<file path="config.mk">
export PLATFORM = sky130hd
export DESIGN_NAME = btn_conditioner
export DESIGN_NICKNAME = d
export VERILOG_FILES = /design/src/rtl/dbu_pkg.sv /design/src/rtl/btn_channel.sv /design/src/rtl/btn_conditioner.sv
export SDC_FILE = /design/constraint.sdc
export NUM_CORES = 1
export LEC_CHECK = 0
export ABC_CLOCK_PERIOD_IN_PS = 2400
export CAP_MARGIN = 10
export CELL_PAD_IN_SITES_DETAIL_PLACEMENT = 0
export CELL_PAD_IN_SITES_GLOBAL_PLACEMENT = 2
export CORE_MARGIN = 5
export CORE_UTILIZATION = 40
export CTS_CLUSTER_SIZE = 12
export DETAILED_ROUTE_END_ITERATION = 16
export GPL_TIMING_DRIVEN = 0
export PLACE_DENSITY = 0.77
export SYNTH_ARGS = -nofsm -noshare
export SYNTH_HDL_FRONTEND = slang
export SYNTH_HIERARCHICAL = 1
export SYNTH_SLANG_ARGS = --single-unit
export TNS_END_PERCENT = 1
</file>
<file path="constraint.sdc">
create_clock -name clk -period 2.4 [get_ports clk]
set_clock_uncertainty 0.2 [all_clocks]
set_input_delay 0.6 -clock clk [delete_from_list [all_inputs] [get_ports clk]]
set_output_delay 0.6 -clock clk [all_outputs]
set_load 0.01 [all_outputs]
</file>
<file path="src/rtl/dbu_pkg.sv">
// dbu_pkg: shared definitions for the debug-unit button front end.
//   - Button channel indices (step, inc, dec).
//   - Per-channel FSM state encoding.
//   - Default timing constants for a 100 MHz system clock.
//   - A small elaboration-time helper for sizing counters.
`timescale 1ns/1ps
package dbu_pkg;

  // Bit positions of each button within the btn_in/level/pulse/held vectors.
  localparam int BTN_STEP = 0;
  localparam int BTN_INC  = 1;
  localparam int BTN_DEC  = 2;

  // Default timing at 100 MHz: 10 ms debounce, 500 ms to first repeat,
  // then one repeat every 100 ms.
  localparam int DB_CYCLES_100MHZ  = 1_000_000;
  localparam int RPT_DELAY_100MHZ  = 50_000_000;
  localparam int RPT_PERIOD_100MHZ = 10_000_000;

  // Channel FSM: IDLE until a debounced press, HELD while waiting for the
  // first repeat, REPEAT while emitting periodic repeat pulses.
  typedef enum logic [1:0] {
    ST_IDLE   = 2'd0,
    ST_HELD   = 2'd1,
    ST_REPEAT = 2'd2
  } btn_state_e;

  function automatic int max_int(input int a, input int b);
    return (a > b) ? a : b;
  endfunction

endpackage

</file>
<file path="src/rtl/btn_channel.sv">
// btn_channel: conditioning for one push-button.
//   Two-flop synchroniser -> debouncer -> press/repeat FSM.
// Ports:
//   clk      in  1  system clock
//   rst      in  1  synchronous active-high reset
//   btn_raw  in  1  raw asynchronous, bouncing button level (active-high)
//   level    out 1  debounced button level
//   pulse    out 1  one-cycle strobe per accepted press and per repeat
//   held     out 1  high while the FSM is not IDLE
`timescale 1ns/1ps
module btn_channel
  import dbu_pkg::*;
#(
  parameter int DB_CYCLES  = DB_CYCLES_100MHZ,
  parameter int RPT_DELAY  = RPT_DELAY_100MHZ,
  parameter int RPT_PERIOD = RPT_PERIOD_100MHZ,
  parameter bit RPT_EN     = 1'b0
) (
  input  logic clk,
  input  logic rst,
  input  logic btn_raw,
  output logic level,
  output logic pulse,
  output logic held
);

  localparam int DW = $clog2(DB_CYCLES);
  localparam int RW = $clog2(max_int(RPT_DELAY, RPT_PERIOD));

  localparam logic [DW-1:0] DB_LAST     = DW'(DB_CYCLES - 1);
  localparam logic [RW-1:0] DELAY_LAST  = RW'(RPT_DELAY - 1);
  localparam logic [RW-1:0] PERIOD_LAST = RW'(RPT_PERIOD - 1);

  logic          s1_reg, s2_reg;
  logic [DW-1:0] dcnt_reg;
  logic          level_reg;
  btn_state_e    state_reg, state_next;
  logic [RW-1:0] rcnt_reg, rcnt_next;
  logic          pulse_reg, pulse_next;
  logic          held_reg, held_next;

  // Synchroniser
  always_ff @(posedge clk) begin
    if (rst) begin
      s1_reg <= 1'b0;
      s2_reg <= 1'b0;
    end else begin
      s1_reg <= btn_raw;
      s2_reg <= s1_reg;
    end
  end

  // Debouncer: the synchronised level must disagree with the accepted level
  // for DB_CYCLES consecutive samples; any return to the old level restarts.
  always_ff @(posedge clk) begin
    if (rst) begin
      dcnt_reg  <= '0;
      level_reg <= 1'b0;
    end else if (s2_reg == level_reg) begin
      dcnt_reg <= '0;
    end else if (dcnt_reg == DB_LAST) begin
      level_reg <= s2_reg;
      dcnt_reg  <= '0;
    end else begin
      dcnt_reg <= dcnt_reg + 1'b1;
    end
  end

  // Press / auto-repeat FSM. Release is tested first in every state, so a
  // release coinciding with a repeat deadline suppresses that pulse.
  always_comb begin
    state_next = state_reg;
    rcnt_next  = rcnt_reg;
    pulse_next = 1'b0;
    case (state_reg)
      ST_IDLE: begin
        rcnt_next = '0;
        if (level_reg) begin
          pulse_next = 1'b1;
          state_next = ST_HELD;
        end
      end
      ST_HELD: begin
        if (!level_reg) begin
          state_next = ST_IDLE;
          rcnt_next  = '0;
        end else if (RPT_EN) begin
          if (rcnt_reg == DELAY_LAST) begin
            pulse_next = 1'b1;
            rcnt_next  = '0;
            state_next = ST_REPEAT;
          end else begin
            rcnt_next = rcnt_reg + 1'b1;
          end
        end else begin
          rcnt_next = '0;
        end
      end
      ST_REPEAT: begin
        if (!level_reg) begin
          state_next = ST_IDLE;
          rcnt_next  = '0;
        end else if (rcnt_reg == PERIOD_LAST) begin
          pulse_next = 1'b1;
          rcnt_next  = '0;
        end else begin
          rcnt_next = rcnt_reg + 1'b1;
        end
      end
      default: begin
        state_next = ST_IDLE;
        rcnt_next  = '0;
      end
    endcase
    // held is registered from the next state so it rises with the press
    // pulse and falls on the edge the FSM returns to IDLE.
    held_next = (state_next != ST_IDLE);
  end

  always_ff @(posedge clk) begin
    if (rst) begin
      state_reg <= ST_IDLE;
      rcnt_reg  <= '0;
      pulse_reg <= 1'b0;
      held_reg  <= 1'b0;
    end else begin
      state_reg <= state_next;
      rcnt_reg  <= rcnt_next;
      pulse_reg <= pulse_next;
      held_reg  <= held_next;
    end
  end

  assign level = level_reg;
  assign pulse = pulse_reg;
  assign held  = held_reg;

endmodule

</file>
<file path="src/rtl/btn_conditioner.sv">
// btn_conditioner: front end for the debug-unit push-buttons (step, inc,
// dec). Each channel is synchronised, debounced and turned into single-cycle
// press pulses; channels enabled in RPT_MASK also auto-repeat while held.
// Ports:
//   clk     in  1     system clock (100 MHz)
//   rst     in  1     synchronous active-high reset
//   btn_in  in  NBTN  raw asynchronous button levels, active-high
//   level   out NBTN  debounced button levels
//   pulse   out NBTN  one-cycle strobe per press and per repeat
//   held    out NBTN  high while a channel's FSM is not IDLE
`timescale 1ns/1ps
module btn_conditioner
  import dbu_pkg::*;
#(
  parameter int              NBTN       = 3,
  parameter int              DB_CYCLES  = DB_CYCLES_100MHZ,
  parameter int              RPT_DELAY  = RPT_DELAY_100MHZ,
  parameter int              RPT_PERIOD = RPT_PERIOD_100MHZ,
  parameter logic [NBTN-1:0] RPT_MASK   = 3'b110
) (
  input  logic            clk,
  input  logic            rst,
  input  logic [NBTN-1:0] btn_in,
  output logic [NBTN-1:0] level,
  output logic [NBTN-1:0] pulse,
  output logic [NBTN-1:0] held
);

  // Channels are fully independent; no cross-channel arbitration.
  for (genvar gi = 0; gi < NBTN; gi++) begin : g_chan
    btn_channel #(
      .DB_CYCLES (DB_CYCLES),
      .RPT_DELAY (RPT_DELAY),
      .RPT_PERIOD(RPT_PERIOD),
      .RPT_EN    (RPT_MASK[gi])
    ) u_chan (
      .clk    (clk),
      .rst    (rst),
      .btn_raw(btn_in[gi]),
      .level  (level[gi]),
      .pulse  (pulse[gi]),
      .held   (held[gi])
    );
  end

endmodule
</file>
==> metrics.md, run 1 <==
| Metric | Value |
|---|---|
| R2r endpoint | `g_chan[1].u_chan/rcnt_reg[9]` |
| Core Rows | `49` |
| N_diodes | `0` |
| Vias | `6,022` |
| CTS Buf Count | `17` |
| Post-layout total power | `5.89 mW` |
| DIE AREA | `0.0214 mm^2` |
| Max reg flops | `between 70 and 80` |
| WHS Endpoint | `g_chan[2].u_chan/dcnt_reg[0]` |
| CP arrival | `2.43 ns` |
| R2R setup slack | `around 0.07 ns` |
| Drt total wl | `15.8 mm` |
| Clk buf depth | `2` |
| Setup Crit Path Kind | `register to register` |
| Reg2reg start | `g_chan[1].u_chan/rcnt_reg[16]` |
| Seq/Total Area, Yosys | `a little over two fifths` |
| Largest net degree at the start of global routing | `20` |
| Crit start category | `register` |
| Area of the mapped netlist | `0.00744 mm^2` |
| Yosys warning total | `6` |
| Fin crit period | `~2.3 ns` |
| Vias in the first global route | `just under 6,000` |
| First-pass GRT wire length | `~28 mm` |
| Critical Path RT | `2.50 ns` |
| Outcome | `finished clean` |
| Pre-CTS setup slack | `-0.555 ns` |
| Max rail drop VDD | `0.473 mV` |
| Reg power frac | `between 40% and 50%` |
| Achievable frequency | `430 MHz` |
| Die Height | `146 um` |
| RePlAce Congestion | `0.790` |
| Final Hold Viols | `0` |
| Max Slew Vio Count | `0` |
| Comb pwr share | `0.6%` |
| Total grt overflow | `0` |
| Power share of the clock group | `between 50% and 60%` |
| Cell breakdown of the critical path | `or4_4 > nor4_4 > a41oi_1 > o21ai_2 > buf_4 > nor2_1` |
| TritonCTS clock tree | `done` |
| GRT Overall Usage | `between 10% and 20%` |
| Commonest non-fill, non-tap cells in the layout | `dfxtp_1, nor2_1, xor2_1` |
| Initial Utilization | `between 40% and 50%` |
| Num ports | `14` |
| Clk_lat worst skew | `0.42 ns` |
| DRT Pass-1 Iters | `4` |
| IO buf count | `13` |
| Synth Register Bits | `159` |
| Switching power | `1.11 mW` |
| Tcrit/Tclk final | `97.0%` |
| Root Driver | `clkbuf_16` |
| DRC viols | `0` |
| Die width | `146 um` |
| Slew headroom | `46.5%` |
| Fillers | `1,749` |
| Antenna Nets Post-Route | `0` |
| Sinks on Clock Net | `159` |
| Final worst slack | `0.0719 ns` |
| Leakage | `2.67 nW` |
| Worst path bufs/invs | `1` |
| Core Footprint | `around 0.018 mm^2` |
| EDFF count, synth | `0` |
| Net Sw Frac | `18.9%` |
| Placed insts | `1,070` |
| Non-Filler Instances | `around 1,100` |
| Actual slew at the worst max-slew pin | `0.795 ns` |
| Critical path endpoint category | `register` |
| R2R cell count | `6` |
| Fin nets | `about 890` |
| Syn Area/Cell | `between 8 and 9 um^2` |
| Wirelength per Cell | `14.2 um` |
| Syn Nets | `850` |
| Starting DRT DRC Count | `roughly 300` |
| Slowest stage delay, CP | `0.54 ns` |
| H-tree depth | `4` |
| Initial antenna violation count | `0` |
| Max-cap viol count | `0` |
| RSZ-0062 raised after global routing | `true` |
| Area Overhead vs Synth | `16.6%` |
| CTS clock-pin slew for the worst setup and hold paths | `0.06 ns` |
| Final instance area | `0.00868 mm^2` |
| Type of the tightest min-delay check | `register to register` |
| CP max-delay cell | `or4_4` |
| Hold Crit Start | `g_chan[2].u_chan/dcnt_reg[0]` |
| Most common cell after layout, fill and taps aside | `dfxtp_1` |
| WHS Path Cells | `1` |
| DP Area | `0.00786 mm^2` |
| Top_reg_cell synth | `dfxtp_1` |
| Hpwl dp | `11.0 mm` |
| Asr flop ratio synth | `0%` |
| Via density | `5.44` |
| CP Max Fanout | `6` |
| Fraction of layout cells with a size suffix above 1 | `approximately 9.0%` |
| Pint | `4.78 mW` |
| P per Cell Area | `679 mW/mm^2` |
| Setup violators final | `0` |
| Netlist cell types | `62` |
| Crit-path leading delay family | `simple AND/OR/NAND/NOR gates` |
| Post-Syn Instances | `828` |
repair_timing:
action	4_1_cts	5_1_grt
hold buffers	0	0
pin swaps	2	2
setup buffers	1	4
endpoints found under the setup margin	61	64
resized for setup	5	13
gates cloned	0	0
through the flow:
step	utilization, %	setup TNS, ns	hold WS [ns]
floorplan	-	0	0.213
global placement	43.3	-42.78	0.223
detailed placement	43.3	-46.84	0.227
CTS	47.4	0	0.242
global route	47.8	-0.420	0.268
finish	47.8	0	0.238
cell usage after synthesis (12+ instances only):
| library cell | n | area, um^2 |
|---|---|---|
| ha_1 | 17 | 213 |
| and4_1 | 15 | 131 |
| nand2_1 | 41 | 154 |
| nor4_1 | 15 | 93.8 |
| a221oi_1 | 12 | 105 |
| or4_1 | 25 | 188 |
| o21ai_0 | 15 | 75.1 |
| nand3_1 | 49 | 245 |
| a21oi_1 | 28 | 140 |
| xor2_1 | 58 | 508 |
| nor2_1 | 108 | 405 |
| or3_1 | 14 | 87.6 |
| inv_1 | 35 | 131 |
| xnor2_1 | 37 | 324 |
| o31ai_1 | 21 | 158 |
| dfxtp_1 | 159 | 3180 |
| nor3_1 | 12 | 60.1 |
| clkbuf_1 | 14 | 52.6 |
| nand4_1 | 36 | 225 |
| a211oi_1 | 14 | 105 |
logic make-up (layout without fill, tap and decap cells):
kind of cell,after synthesis,in the layout,synth area share (%)
simple gates,378,378,28.2
fa+ha+maj,17,17,2.86
buf+inv,64,114,3.92
xor+xnor,95,95,11.2
flops,159,159,42.8
mux,2,2,0.269
compound gates,113,113,10.8
power groups by stage:
| stage | combinational [mW] | clock [mW] | sequential [mW] |
|---|---|---|---|
| detailed placement | 0.0350 | 0 | 2.71 |
| global placement | 0.0345 | 0 | 2.71 |
| CTS | 0.0346 | 3.31 | 2.65 |
| floorplan | 0.0174 | 0 | 2.71 |
| finish | 0.0337 | 3.21 | 2.65 |
| global route | 0.0385 | 3.44 | 2.65 |
cell type report:
class	instances	area, um^2	share of cell area (%)
Clock inverter	13	258	2.97
Sequential cell	159	3190	36.7
Multi-Input combinational cell	605	4020	46.4
Buffer	29	175	2.02
Inverter	35	131	1.51
Clock buffer	19	453	5.22
Timing Repair Buffer	18	166	1.92
Tap cell	229	287	3.30
worst max-delay path by stage:
| stage | cells after the start | from | endpoint |
|---|---|---|---|
| finish | 6 | g_chan[1].u_chan/rcnt_reg[16] | g_chan[1].u_chan/rcnt_reg[9] |
| global route | 6 | g_chan[1].u_chan/rcnt_reg[16] | g_chan[1].u_chan/rcnt_reg[19] |
| detailed placement | 6 | rst | g_chan[0].u_chan/rcnt_reg[11] |
| global placement | 6 | rst | g_chan[0].u_chan/rcnt_reg[8] |
| CTS | 1 | g_chan[1].u_chan/level | level[1] |
| floorplan | 6 | g_chan[1].u_chan/rcnt_reg[0] | g_chan[1].u_chan/rcnt_reg[18] |
worst reg2reg max path: stages, from the launching register on:
cell and delay (ns):
dfxtp_1 0.37, or4_4 0.54, nor4_4 0.40, a41oi_1 0.21, o21ai_2 0.26, buf_4 0.19
nor2_1 0.05
metal layers:
layer / vias up / share of wire [%] / global-route usage, %
met5: - / 0 / 0
met4: 0 / 0.75 / 4.05
met3: 8 / 2.6 / 3.81
met2: 57 / 47 / 24.9
met1: 2880 / 49 / 19.9
li1: 3077 / - / -
Power figures use the tool's default switching activity.
==> run 2: changes to the inputs <==
--- a/config.mk
+++ b/config.mk
@@ -5,7 +5,6 @@
 export SDC_FILE = /design/constraint.sdc
 export NUM_CORES = 1
 export LEC_CHECK = 0
-export ABC_CLOCK_PERIOD_IN_PS = 2400
 export CAP_MARGIN = 10
 export CELL_PAD_IN_SITES_DETAIL_PLACEMENT = 0
 export CELL_PAD_IN_SITES_GLOBAL_PLACEMENT = 2
==> constraint.sdc (replaced) <==
create_clock -name clk -period 2.4 [get_ports clk]
set_clock_uncertainty 0.2 [all_clocks]
set_input_delay 0.48 -clock clk [delete_from_list [all_inputs] [get_ports clk]]
set_output_delay 0.48 -clock clk [all_outputs]
set_load 0.01 [all_outputs]
==> run 2 against run 1 <==
Net effect: global-route usage unchanged; via count decreased by 0.28%; final cell count decreased by 0.27%; worst setup slack improved by 0.0074 ns; maximum frequency increased by 0.32%; clock power about the same; routed wire length decreased by 0.49%; cell area about the same; sequential power about the same; worst hold slack about the same; core utilization about the same; largest cell class unchanged.
==> metrics.md, run 2 (synthesis gave the netlist of run 1 again) <==
| Metric | Value |
|---|---|
| Outcome | `finished clean` |
| Max rail drop VDD | `0.473 mV (about the same)` |
| Switching power | `1.11 mW (-0.13%)` |
| Worst path bufs/invs | `1 (unchanged)` |
| Hpwl dp | `11.0 mm (unchanged)` |
| Crit start category | `register` |
| Achievable frequency | `431 MHz (+0.32%)` |
| DRT Pass-1 Iters | `5 (+1)` |
| Area Overhead vs Synth | `16.6% (about the same)` |
| Fin nets | `884 (-0.34%)` |
| IO buf count | `13 (unchanged)` |
| Hold Crit Start | `g_chan[2].u_chan/dcnt_reg[0]` |
| Vias in the first global route | `5,791 (unchanged)` |
| Most common cell after layout, fill and taps aside | `dfxtp_1` |
| First-pass GRT wire length | `27.5 mm (unchanged)` |
| Core Rows | `49 (unchanged)` |
| Slew headroom | `46.5% (about the same)` |
| Fin crit period | `2.32 ns (-0.00739 ns)` |
| Comb pwr share | `0.6% (about the same)` |
| Pre-CTS setup slack | `-0.435 ns (+0.120 ns)` |
| Slowest stage delay, CP | `0.54 ns (about the same)` |
| R2R setup slack | `0.08 ns (about the same)` |
| Fraction of layout cells with a size suffix above 1 | `9.03% (+0.031 points)` |
| Crit path from | `g_chan[1].u_chan/rcnt_reg[16]` |
| Tcrit/Tclk final | `96.7% (-0.31 points)` |
| DIE AREA | `0.0214 mm^2 (unchanged)` |
| Starting DRT DRC Count | `285 (-6.6%)` |
| RSZ-0062 raised after global routing | `true` |
| RePlAce Congestion | `0.790 (unchanged)` |
| Core Footprint | `0.0181 mm^2 (unchanged)` |
| CP arrival | `2.42 ns (about the same)` |
| Power share of the clock group | `54.5% (about the same)` |
| Post-CTS Hold Buffers | `0 (unchanged)` |
| Final worst slack | `0.0793 ns (+0.00739 ns)` |
| CTS Buf Count | `17 (unchanged)` |
| Setup Crit Path Kind | `register to register` |
| Critical Path RT | `2.50 ns (about the same)` |
| Setup violators final | `0 (unchanged)` |
| Cell breakdown of the critical path | `or4_4 > nor4_4 > a41oi_1 > o21ai_2 > buf_4 > nor2_1` |
| Largest net degree at the start of global routing | `20 (unchanged)` |
| Initial Utilization | `41.0% (unchanged)` |
| Reg power frac | `45.0% (about the same)` |
| Die width | `146 um (unchanged)` |
| Vias | `6,005 (-0.28%)` |
| Initial antenna violation count | `0 (unchanged)` |
| H-tree depth | `4 (unchanged)` |
| Fillers | `1,749 (unchanged)` |
| Clk_lat worst skew | `0.42 ns (about the same)` |
| Critical path endpoint category | `register` |
| Reg2reg start | `g_chan[1].u_chan/rcnt_reg[16]` |
| Net Sw Frac | `18.8% (-0.021 points)` |
| CP max-delay cell | `or4_4` |
| Sinks on Clock Net | `159 (unchanged)` |
| Pint | `4.78 mW (about the same)` |
| GRT Overall Usage | `15.2% (unchanged)` |
| Type of the tightest min-delay check | `register to register` |
| Root Driver | `clkbuf_16` |
| Num ports | `14 (unchanged)` |
| Final Hold Viols | `0 (unchanged)` |
| Via density | `5.44 (about the same)` |
| Die Height | `146 um (unchanged)` |
| DRC viols | `0 (unchanged)` |
| CP Max Fanout | `6 (unchanged)` |
| Max reg flops | `78 (unchanged)` |
| Leakage | `2.67 nW (-0.12%)` |
| CTS clock-pin slew for the worst setup and hold paths | `0.06 ns (about the same)` |
| TritonCTS clock tree | `done` |
| Drt total wl | `15.7 mm (-0.49%)` |
| Clk buf depth | `2 (unchanged)` |
| P per Cell Area | `679 mW/mm^2 (about the same)` |
| Wirelength per Cell | `14.2 um (-0.22%)` |
| Crit-path leading delay family | `simple AND/OR/NAND/NOR gates` |
| Actual slew at the worst max-slew pin | `0.795 ns (+0.0000854 ns)` |
| Commonest non-fill, non-tap cells in the layout | `dfxtp_1, nor2_1, xor2_1` |
| N_diodes | `0 (unchanged)` |
| Post-layout total power | `5.89 mW (about the same)` |
| Max-cap viol count | `0 (unchanged)` |
| Total grt overflow | `0 (unchanged)` |
| Max Slew Vio Count | `0 (unchanged)` |
| Antenna Nets Post-Route | `0 (unchanged)` |
-- run 2: cell types whose count changed in the layout (fill, tap and decap cells not counted), sizes merged --
| cell | delta |
|---|---|
| dlygate4sd2 | -1 |
| buf | -3 |
| dlymetal6s2s | +1 |
-- run 2: path summary, 6_finish.rpt --
check                                  to  cells past startpoint
max reg2reg  g_chan[1].u_chan/rcnt_reg[9]                      6
min          g_chan[2].u_chan/dcnt_reg[0]                      1
max          g_chan[1].u_chan/rcnt_reg[9]                      6
min reg2reg  g_chan[2].u_chan/dcnt_reg[0]                      1
-- run 2: what timing repair did --
action / in CTS / in global routing
endpoints found under the setup margin: 46 / 83
pin swaps: 2 / 1
gates resized for setup: 4 / 20
buffers inserted: 1 / 1
-- run 2: through the flow --
step | TNS (ns) | area, um^2 | utilization, % | instances | hold WS [ns]
after floorplan | 0 | 7440 | - | 828 | 0.213
after global placement | -27.86 | 7860 | 43.3 | 1070 | 0.223
after detailed placement | -31.90 | 7860 | 43.3 | 1070 | 0.227
after CTS | 0 | 8600 | 47.4 | 1103 | 0.242
after global routing | -0.421 | 8680 | 47.8 | 1104 | 0.268
final | 0 | 8680 | 47.8 | 1104 | 0.238
-- run 2: power groups by stage --
stage | combinational, mW | sequential [mW] | clock, mW
3_5_place_dp | 0.0350 | 2.71 | 0
5_1_grt | 0.0390 | 2.65 | 3.44
4_1_cts | 0.0353 | 2.65 | 3.31
6_report | 0.0342 | 2.65 | 3.21
2_1_floorplan | 0.0174 | 2.71 | 0
3_3_place_gp | 0.0345 | 2.71 | 0
-- run 2: layer usage --
metal  vias to the layer above  share of wire [%]  global-route usage, %
met5                         -                  0                      0
met4                         0               0.76                   4.05
li1                       3072                  -                      -
met2                        47                 47                   24.9
met3                         8                2.5                   3.81
met1                      2878                 50                   19.9
-- run 2: final cells by class --
class | instances | area (um^2) | area share, %
clock inverters | 13 | 258 | 2.97
repair buffers | 15 | 148 | 1.70
well taps | 229 | 287 | 3.30
plain buffers | 29 | 178 | 2.05
multi-input cells | 605 | 4040 | 46.5
inverters | 35 | 131 | 1.51
flip-flops and latches | 159 | 3190 | 36.7
clock buffers | 19 | 453 | 5.22
